[config.mk]
export PLATFORM = sky130hd
export DESIGN_NAME = sm83_regfile_ram
export DESIGN_NICKNAME = d
export VERILOG_FILES = /design/src/rtl/sm83_regfile_ram.sv
export SDC_FILE = /design/constraint.sdc
export NUM_CORES = 1
export LEC_CHECK = 0
export BUFFER_PORTS_ARGS = -buffer_cell sky130_fd_sc_hd__buf_2
export CAP_MARGIN = 20
export CELL_PAD_IN_SITES_DETAIL_PLACEMENT = 2
export CELL_PAD_IN_SITES_GLOBAL_PLACEMENT = 2
export CORE_MARGIN = 2
export CORE_UTILIZATION = 38
export CTS_BUF_LIST = sky130_fd_sc_hd__clkbuf_16
export DETAILED_ROUTE_END_ITERATION = 8
export PLACE_DENSITY = 0.74
export RECOVER_POWER = 100
export SETUP_SLACK_MARGIN = 0.4
export SYNTH_ARGS = -nofsm -noshare
export SYNTH_HDL_FRONTEND = slang
export SYNTH_SLANG_ARGS = --single-unit
[constraint.sdc]
create_clock -name clk -period 2.4 [get_ports clk]
set_clock_uncertainty 0.15 [all_clocks]
set_input_delay 0.24 -clock clk [delete_from_list [all_inputs] [get_ports clk]]
set_output_delay 0.24 -clock clk [all_outputs]
set_load 0.02 [all_outputs]
[src/rtl/sm83_regfile_ram.sv]
// sm83_regfile_ram: RAM-backed SM83 register file (B,C,D,E,H,L,A,F,PC,SP,IR,IE).
// The storage array has no reset, so it can map onto distributed or block RAM.
// After rst_n is released, an init sequencer writes each entry's reset value, one
// entry per cycle. Supports 8/16-bit access, RD_PORTS read ports with one-cycle
// latency, and optional same-cycle write-to-read forwarding.
module sm83_regfile_ram #(
  parameter int DATA_W = 8,
  parameter int NUM_REGS = 16,
  parameter int RD_PORTS = 2,
  parameter logic [2*DATA_W-1:0] PC_INIT = 16'h0100,
  parameter logic [2*DATA_W-1:0] SP_INIT = 16'hFFFE,
  parameter int FWD_EN = 1,
  localparam int AW = $clog2(NUM_REGS)
) (
  input  logic                           clk,
  input  logic                           rst_n,
  output logic                           ready,
  input  logic                           wr_en,
  input  logic                           wr_pair,
  input  logic [AW-1:0]                  wr_addr,
  input  logic [2*DATA_W-1:0]            wr_data,
  input  logic [RD_PORTS-1:0]            rd_en,
  input  logic [RD_PORTS-1:0]            rd_pair,
  input  logic [RD_PORTS*AW-1:0]         rd_addr,
  output logic [RD_PORTS*2*DATA_W-1:0]   rd_data,
  output logic [RD_PORTS-1:0]            rd_valid,
  output logic                           err_busy
);

  typedef enum logic [0:0] {
    ST_INIT = 1'b0,
    ST_RUN  = 1'b1
  } state_t;

  state_t              state_r, state_next_s;
  logic [AW-1:0]       init_idx_r, init_idx_next_s;
  logic                ready_r;
  logic                err_busy_r;
  logic [DATA_W-1:0]   mem_r [NUM_REGS];

  // Two write lanes: lane0 carries the single/even byte, lane1 the odd byte of a pair.
  logic                lane0_en_s, lane1_en_s;
  logic [AW-1:0]       lane0_addr_s, lane1_addr_s;
  logic [DATA_W-1:0]   lane0_data_s, lane1_data_s;

  function automatic logic in_range(input logic [AW-1:0] a);
    return (32'(a) < NUM_REGS);
  endfunction

  function automatic logic [AW-1:0] even_of(input logic [AW-1:0] a);
    return {a[AW-1:1], 1'b0};
  endfunction

  function automatic logic [AW-1:0] odd_of(input logic [AW-1:0] a);
    return {a[AW-1:1], 1'b1};
  endfunction

  // Reset value of an entry: PC and SP halves come from parameters, everything else is zero.
  function automatic logic [DATA_W-1:0] init_value(input logic [AW-1:0] idx);
    logic [DATA_W-1:0] v;
    case (32'(idx))
      32'd8:   v = PC_INIT[2*DATA_W-1:DATA_W];
      32'd9:   v = PC_INIT[DATA_W-1:0];
      32'd10:  v = SP_INIT[2*DATA_W-1:DATA_W];
      32'd11:  v = SP_INIT[DATA_W-1:0];
      default: v = '0;
    endcase
    return v;
  endfunction

  // Byte seen by a read: zero when out of range, otherwise the in-flight write
  // when forwarding is enabled, otherwise the stored value.
  function automatic logic [DATA_W-1:0] pick(
    input logic [AW-1:0]     a,
    input logic [DATA_W-1:0] stored,
    input logic              l0_en,
    input logic [AW-1:0]     l0_addr,
    input logic [DATA_W-1:0] l0_data,
    input logic              l1_en,
    input logic [AW-1:0]     l1_addr,
    input logic [DATA_W-1:0] l1_data
  );
    logic [DATA_W-1:0] b;
    if (!in_range(a)) begin
      b = '0;
    end else if ((FWD_EN != 0) && l0_en && (l0_addr == a)) begin
      b = l0_data;
    end else if ((FWD_EN != 0) && l1_en && (l1_addr == a)) begin
      b = l1_data;
    end else begin
      b = stored;
    end
    return b;
  endfunction

  // Next-state logic: INIT walks every entry once, then RUN holds until reset.
  always_comb begin
    state_next_s    = state_r;
    init_idx_next_s = init_idx_r;
    case (state_r)
      ST_INIT: begin
        if (32'(init_idx_r) == NUM_REGS - 1) begin
          state_next_s    = ST_RUN;
          init_idx_next_s = '0;
        end else begin
          init_idx_next_s = init_idx_r + AW'(1);
        end
      end
      ST_RUN: begin
        state_next_s = ST_RUN;
      end
      default: begin
        state_next_s    = ST_INIT;
        init_idx_next_s = '0;
      end
    endcase
  end

  // Sequencer state, ready flag and busy-error pulse.
  always_ff @(posedge clk or negedge rst_n) begin
    if (!rst_n) begin
      state_r    <= ST_INIT;
      init_idx_r <= '0;
      ready_r    <= 1'b0;
      err_busy_r <= 1'b0;
    end else begin
      state_r    <= state_next_s;
      init_idx_r <= init_idx_next_s;
      ready_r    <= (state_next_s == ST_RUN);
      err_busy_r <= !ready_r && (wr_en || (|rd_en));
    end
  end

  // Write lane selection: the init sequencer owns the RAM until ready, then user writes.
  always_comb begin
    lane0_en_s   = 1'b0;
    lane0_addr_s = '0;
    lane0_data_s = '0;
    lane1_en_s   = 1'b0;
    lane1_addr_s = '0;
    lane1_data_s = '0;
    if (state_r == ST_INIT) begin
      lane0_en_s   = 1'b1;
      lane0_addr_s = init_idx_r;
      lane0_data_s = init_value(init_idx_r);
    end else if (ready_r && wr_en) begin
      if (wr_pair) begin
        lane0_addr_s = even_of(wr_addr);
        lane0_data_s = wr_data[2*DATA_W-1:DATA_W];
        lane0_en_s   = in_range(even_of(wr_addr));
        lane1_addr_s = odd_of(wr_addr);
        lane1_data_s = wr_data[DATA_W-1:0];
        lane1_en_s   = in_range(odd_of(wr_addr));
      end else begin
        lane0_addr_s = wr_addr;
        lane0_data_s = wr_data[DATA_W-1:0];
        lane0_en_s   = in_range(wr_addr);
      end
    end else begin
      lane0_en_s = 1'b0;
      lane1_en_s = 1'b0;
    end
  end

  // Storage array, deliberately without reset.
  always_ff @(posedge clk) begin
    if (lane0_en_s) begin
      mem_r[lane0_addr_s] <= lane0_data_s;
    end
    if (lane1_en_s) begin
      mem_r[lane1_addr_s] <= lane1_data_s;
    end
  end

  for (genvar p = 0; p < RD_PORTS; p++) begin : g_rd
    logic [AW-1:0]       addr_s, hi_addr_s, lo_addr_s;
    logic [DATA_W-1:0]   hi_byte_s, lo_byte_s;
    logic [2*DATA_W-1:0] data_next_s, data_r;
    logic                accept_s, valid_r;

    assign addr_s   = rd_addr[p*AW +: AW];
    assign accept_s = ready_r & rd_en[p];

    // Resolve this port's bytes, merging per byte with any same-cycle write.
    always_comb begin
      hi_addr_s = even_of(addr_s);
      if (rd_pair[p]) begin
        lo_addr_s = odd_of(addr_s);
      end else begin
        lo_addr_s = addr_s;
      end
      hi_byte_s = pick(hi_addr_s, mem_r[hi_addr_s], lane0_en_s, lane0_addr_s, lane0_data_s,
                       lane1_en_s, lane1_addr_s, lane1_data_s);
      lo_byte_s = pick(lo_addr_s, mem_r[lo_addr_s], lane0_en_s, lane0_addr_s, lane0_data_s,
                       lane1_en_s, lane1_addr_s, lane1_data_s);
      if (rd_pair[p]) begin
        data_next_s = {hi_byte_s, lo_byte_s};
      end else begin
        data_next_s = {{DATA_W{1'b0}}, lo_byte_s};
      end
    end

    // Port output register: one-cycle latency, data held until the next accepted read.
    always_ff @(posedge clk or negedge rst_n) begin
      if (!rst_n) begin
        valid_r <= 1'b0;
        data_r  <= '0;
      end else begin
        valid_r <= accept_s;
        if (accept_s) begin
          data_r <= data_next_s;
        end
      end
    end

    assign rd_valid[p]                       = valid_r;
    assign rd_data[p*2*DATA_W +: 2*DATA_W]   = data_r;
  end

  assign ready    = ready_r;
  assign err_busy = err_busy_r;

endmodule

==> flow_metrics.env <==
export IMPL_critical_path_required_ns=2.41
export IMPL_p_int_w=0.00538
export IMPL_power_w=0.00842
export IMPL_critPathMaxFanout=10
export IMPL_dp_cells=1233
export IMPL_drc=0
export IMPL_crit_chain="buf_6 -> buf_12 -> inv_4 -> o21ai_4 -> a21bo_4 -> clkbuf_1 -> inv_1"
export IMPL_finalSetupViolCount=9
export IMPL_hold_violations=0
export IMPL_io_pins=72
export IMPL_run_status="complete, but fails checks"
export IMPL_hold_class="in -> reg"
export IMPL_drt_iter0_drc=1581
export IMPL_synth_edf_count=128
export IMPL_ant_nets=0
export IMPL_rsz0062_at_grt="true"
export IMPL_io_buffer_count=71
export IMPL_crit_type="reg -> reg"
export IMPL_synth_ff_type="edfxtp_1"
export IMPL_syn_area_sq_um=9950
export IMPL_combPwrFrac=0.227
export IMPL_power_density_nw_per_um2=607
export IMPL_seqPwrFrac=0.404
export IMPL_setup_slack_ns=-0.106
export IMPL_clock_path_buffers=2
export IMPL_finalHoldWorstSlack_ns=0.151
export IMPL_clock_sinks=168
export IMPL_clk_pin_slew_ns=0.09
export IMPL_start_kind="flip-flop"
export IMPL_worst_setup_path_end_kind="flip-flop"
export IMPL_syn_inst=828
export IMPL_synth_fp_nets=867
export IMPL_ff2ff_setup_slack_ns=-0.11
export IMPL_register_area_sq_um=4850
export IMPL_yosysUniqueCellTypes=66
export IMPL_yosys_area_top_type="edfxtp_1"
export IMPL_initial_core_util=0.384
export IMPL_core_sq_um=25900
export IMPL_synthArstFlopShare=0.238
export IMPL_slowest_stage="dfrtp_2"
export IMPL_max_freq_mhz=399
export IMPL_synth_seq_area_share=0.487
export IMPL_htree_levels=4
export IMPL_fin_cells=1376
export IMPL_grt_pass1_vias=10089
export IMPL_layout_commonest_cell="edfxtp_1"
export IMPL_drv_cap=0
export IMPL_antenna_found_initial=5
export IMPL_cp_arrival_ns=2.52
export IMPL_vias=10082
export IMPL_switching_share=0.362
export IMPL_dp_hpwl_microns=30200
export IMPL_finalCriticalPeriod_ns=2.51
export IMPL_critPathMaxStageDelay_ns=0.50
export IMPL_relSlewSlack=0.293
export IMPL_finalMaxSlewViolations=0
export IMPL_root_buffer="clkbuf_16"
export IMPL_grt_usage=0.374
export IMPL_grt_pass1_wl_microns=73800
export IMPL_fin_nets=1066
export IMPL_failed_checks="negative setup slack"
export IMPL_ys_warn_count=0
export IMPL_switchingPower_w=0.00305
export IMPL_place_congestion=0.889
export IMPL_wirelength_microns=62100
export IMPL_synth_top_area_frac=0.386
export IMPL_multi_input_area_sq_um=5540
export IMPL_grt_start_max_net_pins=41
export IMPL_final_cell_mix="edfxtp_1, buf_4, nand2_1, mux4_2, clkbuf_1"
export IMPL_cts_tree="done"
export IMPL_power_leakage_nw=5.41
export IMPL_die_h_microns=166
export IMPL_chipWidth_microns=166
export IMPL_period_share=1.04
export IMPL_drtPass1Iterations=6
export IMPL_post_route_util=0.536
export IMPL_post_drt_wl_per_cell_microns=45.1
export IMPL_synthTopCellsByArea="edfxtp_1, mux4_2, dfrtp_1, mux2i_1, nand2_1"
export IMPL_irDropWorstVdd_mv=0.503
export IMPL_drive_gt1_frac=0.447
export IMPL_gr_total_overflow=0
export IMPL_via_per_inst=7.33
export IMPL_postSynthAreaPerCell_sq_um=12.0
export IMPL_die_area_sq_um=27500
export IMPL_tightest_slew_ns=1.06
export IMPL_yosys_register_bits=168
export IMPL_syn_to_final_growth_pct=39.6
export IMPL_pwr_share_clk=0.369
export IMPL_insertion_delay_ns=0.48
export IMPL_filler_cell_count=2422
export IMPL_rows=59
export IMPL_cts_made_buffers=17
## metrics by stage
stage	setup WS, ns	instance area, sq um	setup TNS [ns]
6_report	-0.106	13900	-0.174
4_1_cts	0.269	13100	0
3_3_place_gp	0.104	11200	0
5_1_grt	-0.105	13900	-0.116
2_1_floorplan	0.224	10300	0
3_5_place_dp	-0.00350	11200	-0.00350
## cells in the mapped netlist (9+ instances only)
master and instances:
edfxtp_1 128, nand2_1 89, mux4_2 64, inv_1 60
mux2i_1 51, nor2_1 45, dfrtp_1 40, o21ai_0 37
a22oi_1 32, buf_2 29, clkbuf_1 26, a21oi_1 23
nand3_1 18, a221oi_1 15, a41o_1 14, nor3_1 10
buf_1 9
## area by class of cell
| cell class | instances | area share |
|---|---|---|
| Multi-Input combinational cell | 526 | 0.399 |
| Antenna cell | 1 | 0.000180 |
| Clock buffer | 17 | 0.0306 |
| Tap cell | 335 | 0.0302 |
| Inverter | 62 | 0.0178 |
| Sequential cell | 168 | 0.349 |
| Clock inverter | 15 | 0.0136 |
| Timing Repair Buffer | 252 | 0.159 |
## layer usage
layer	part of all wire	vias up	track usage	routed length [microns]
met3	0.11	396	0.0722	6710
met4	0.11	4	0.291	6530
li1	-	3594	-	-
met5	0.00037	-	0	23
met2	0.44	1014	0.615	27600
met1	0.34	5074	0.429	21200
## final timing paths
kind,start,to,cells past startpoint
min in group asynchronous,rst_n,init_idx_r[1],2
worst min register to register,g_rd[1].data_r[10],g_rd[1].data_r[10],1
max in group asynchronous,rst_n,ready,3
worst min-delay path,wr_data[4],mem_r[13][4],3
worst max-delay path,ready,mem_r[10][4],7
worst max register to register,ready,mem_r[10][4],7
## power by group through the flow
stage / Combinational (W) / Clock [W] / Sequential (W)
4_1_cts: 0.00155 / 0.00293 / 0.00337
3_5_place_dp: 0.00136 / 0 / 0.00343
2_1_floorplan: 0.000741 / 0 / 0.00348
3_3_place_gp: 0.00129 / 0 / 0.00341
5_1_grt: 0.00193 / 0.00318 / 0.00341
6_report: 0.00191 / 0.00311 / 0.00341
## worst max-delay path, delay by kind of cell (launching register included)
kind,cells,cell delay [ns]
compound gates,2,0.45
buf+inv,5,1.08
flops,1,0.50
## cells by family after synthesis
family / after synthesis / share of synthesized area
AO/OA/AOI/OAI: 185 / 0.138
AND/OR/NAND/NOR: 200 / 0.0923
buffers and inverters: 137 / 0.0621
flip-flops: 168 / 0.487
XOR/XNOR: 12 / 0.0121
multiplexers: 123 / 0.205
adder cells (fa/ha/maj): 3 / 0.00377
## sequential cells by signal (all words and copies together) (netlist names)
register,cells
err_busy,1
g_rd.data_r,32
g_rd.valid_r,2
init_idx_r,4
mem_r,128
ready,1
## timing repair
item	in CTS	in global routing
setup endpoints to repair	280	259
resized for setup	134	160
gates cloned	9	6
hold buffers	3	0
endpoints found under the hold margin	41	0
buffers inserted	56	34
pin swaps	29	52
No activity file was read; power rests on OpenSTA's default activity.
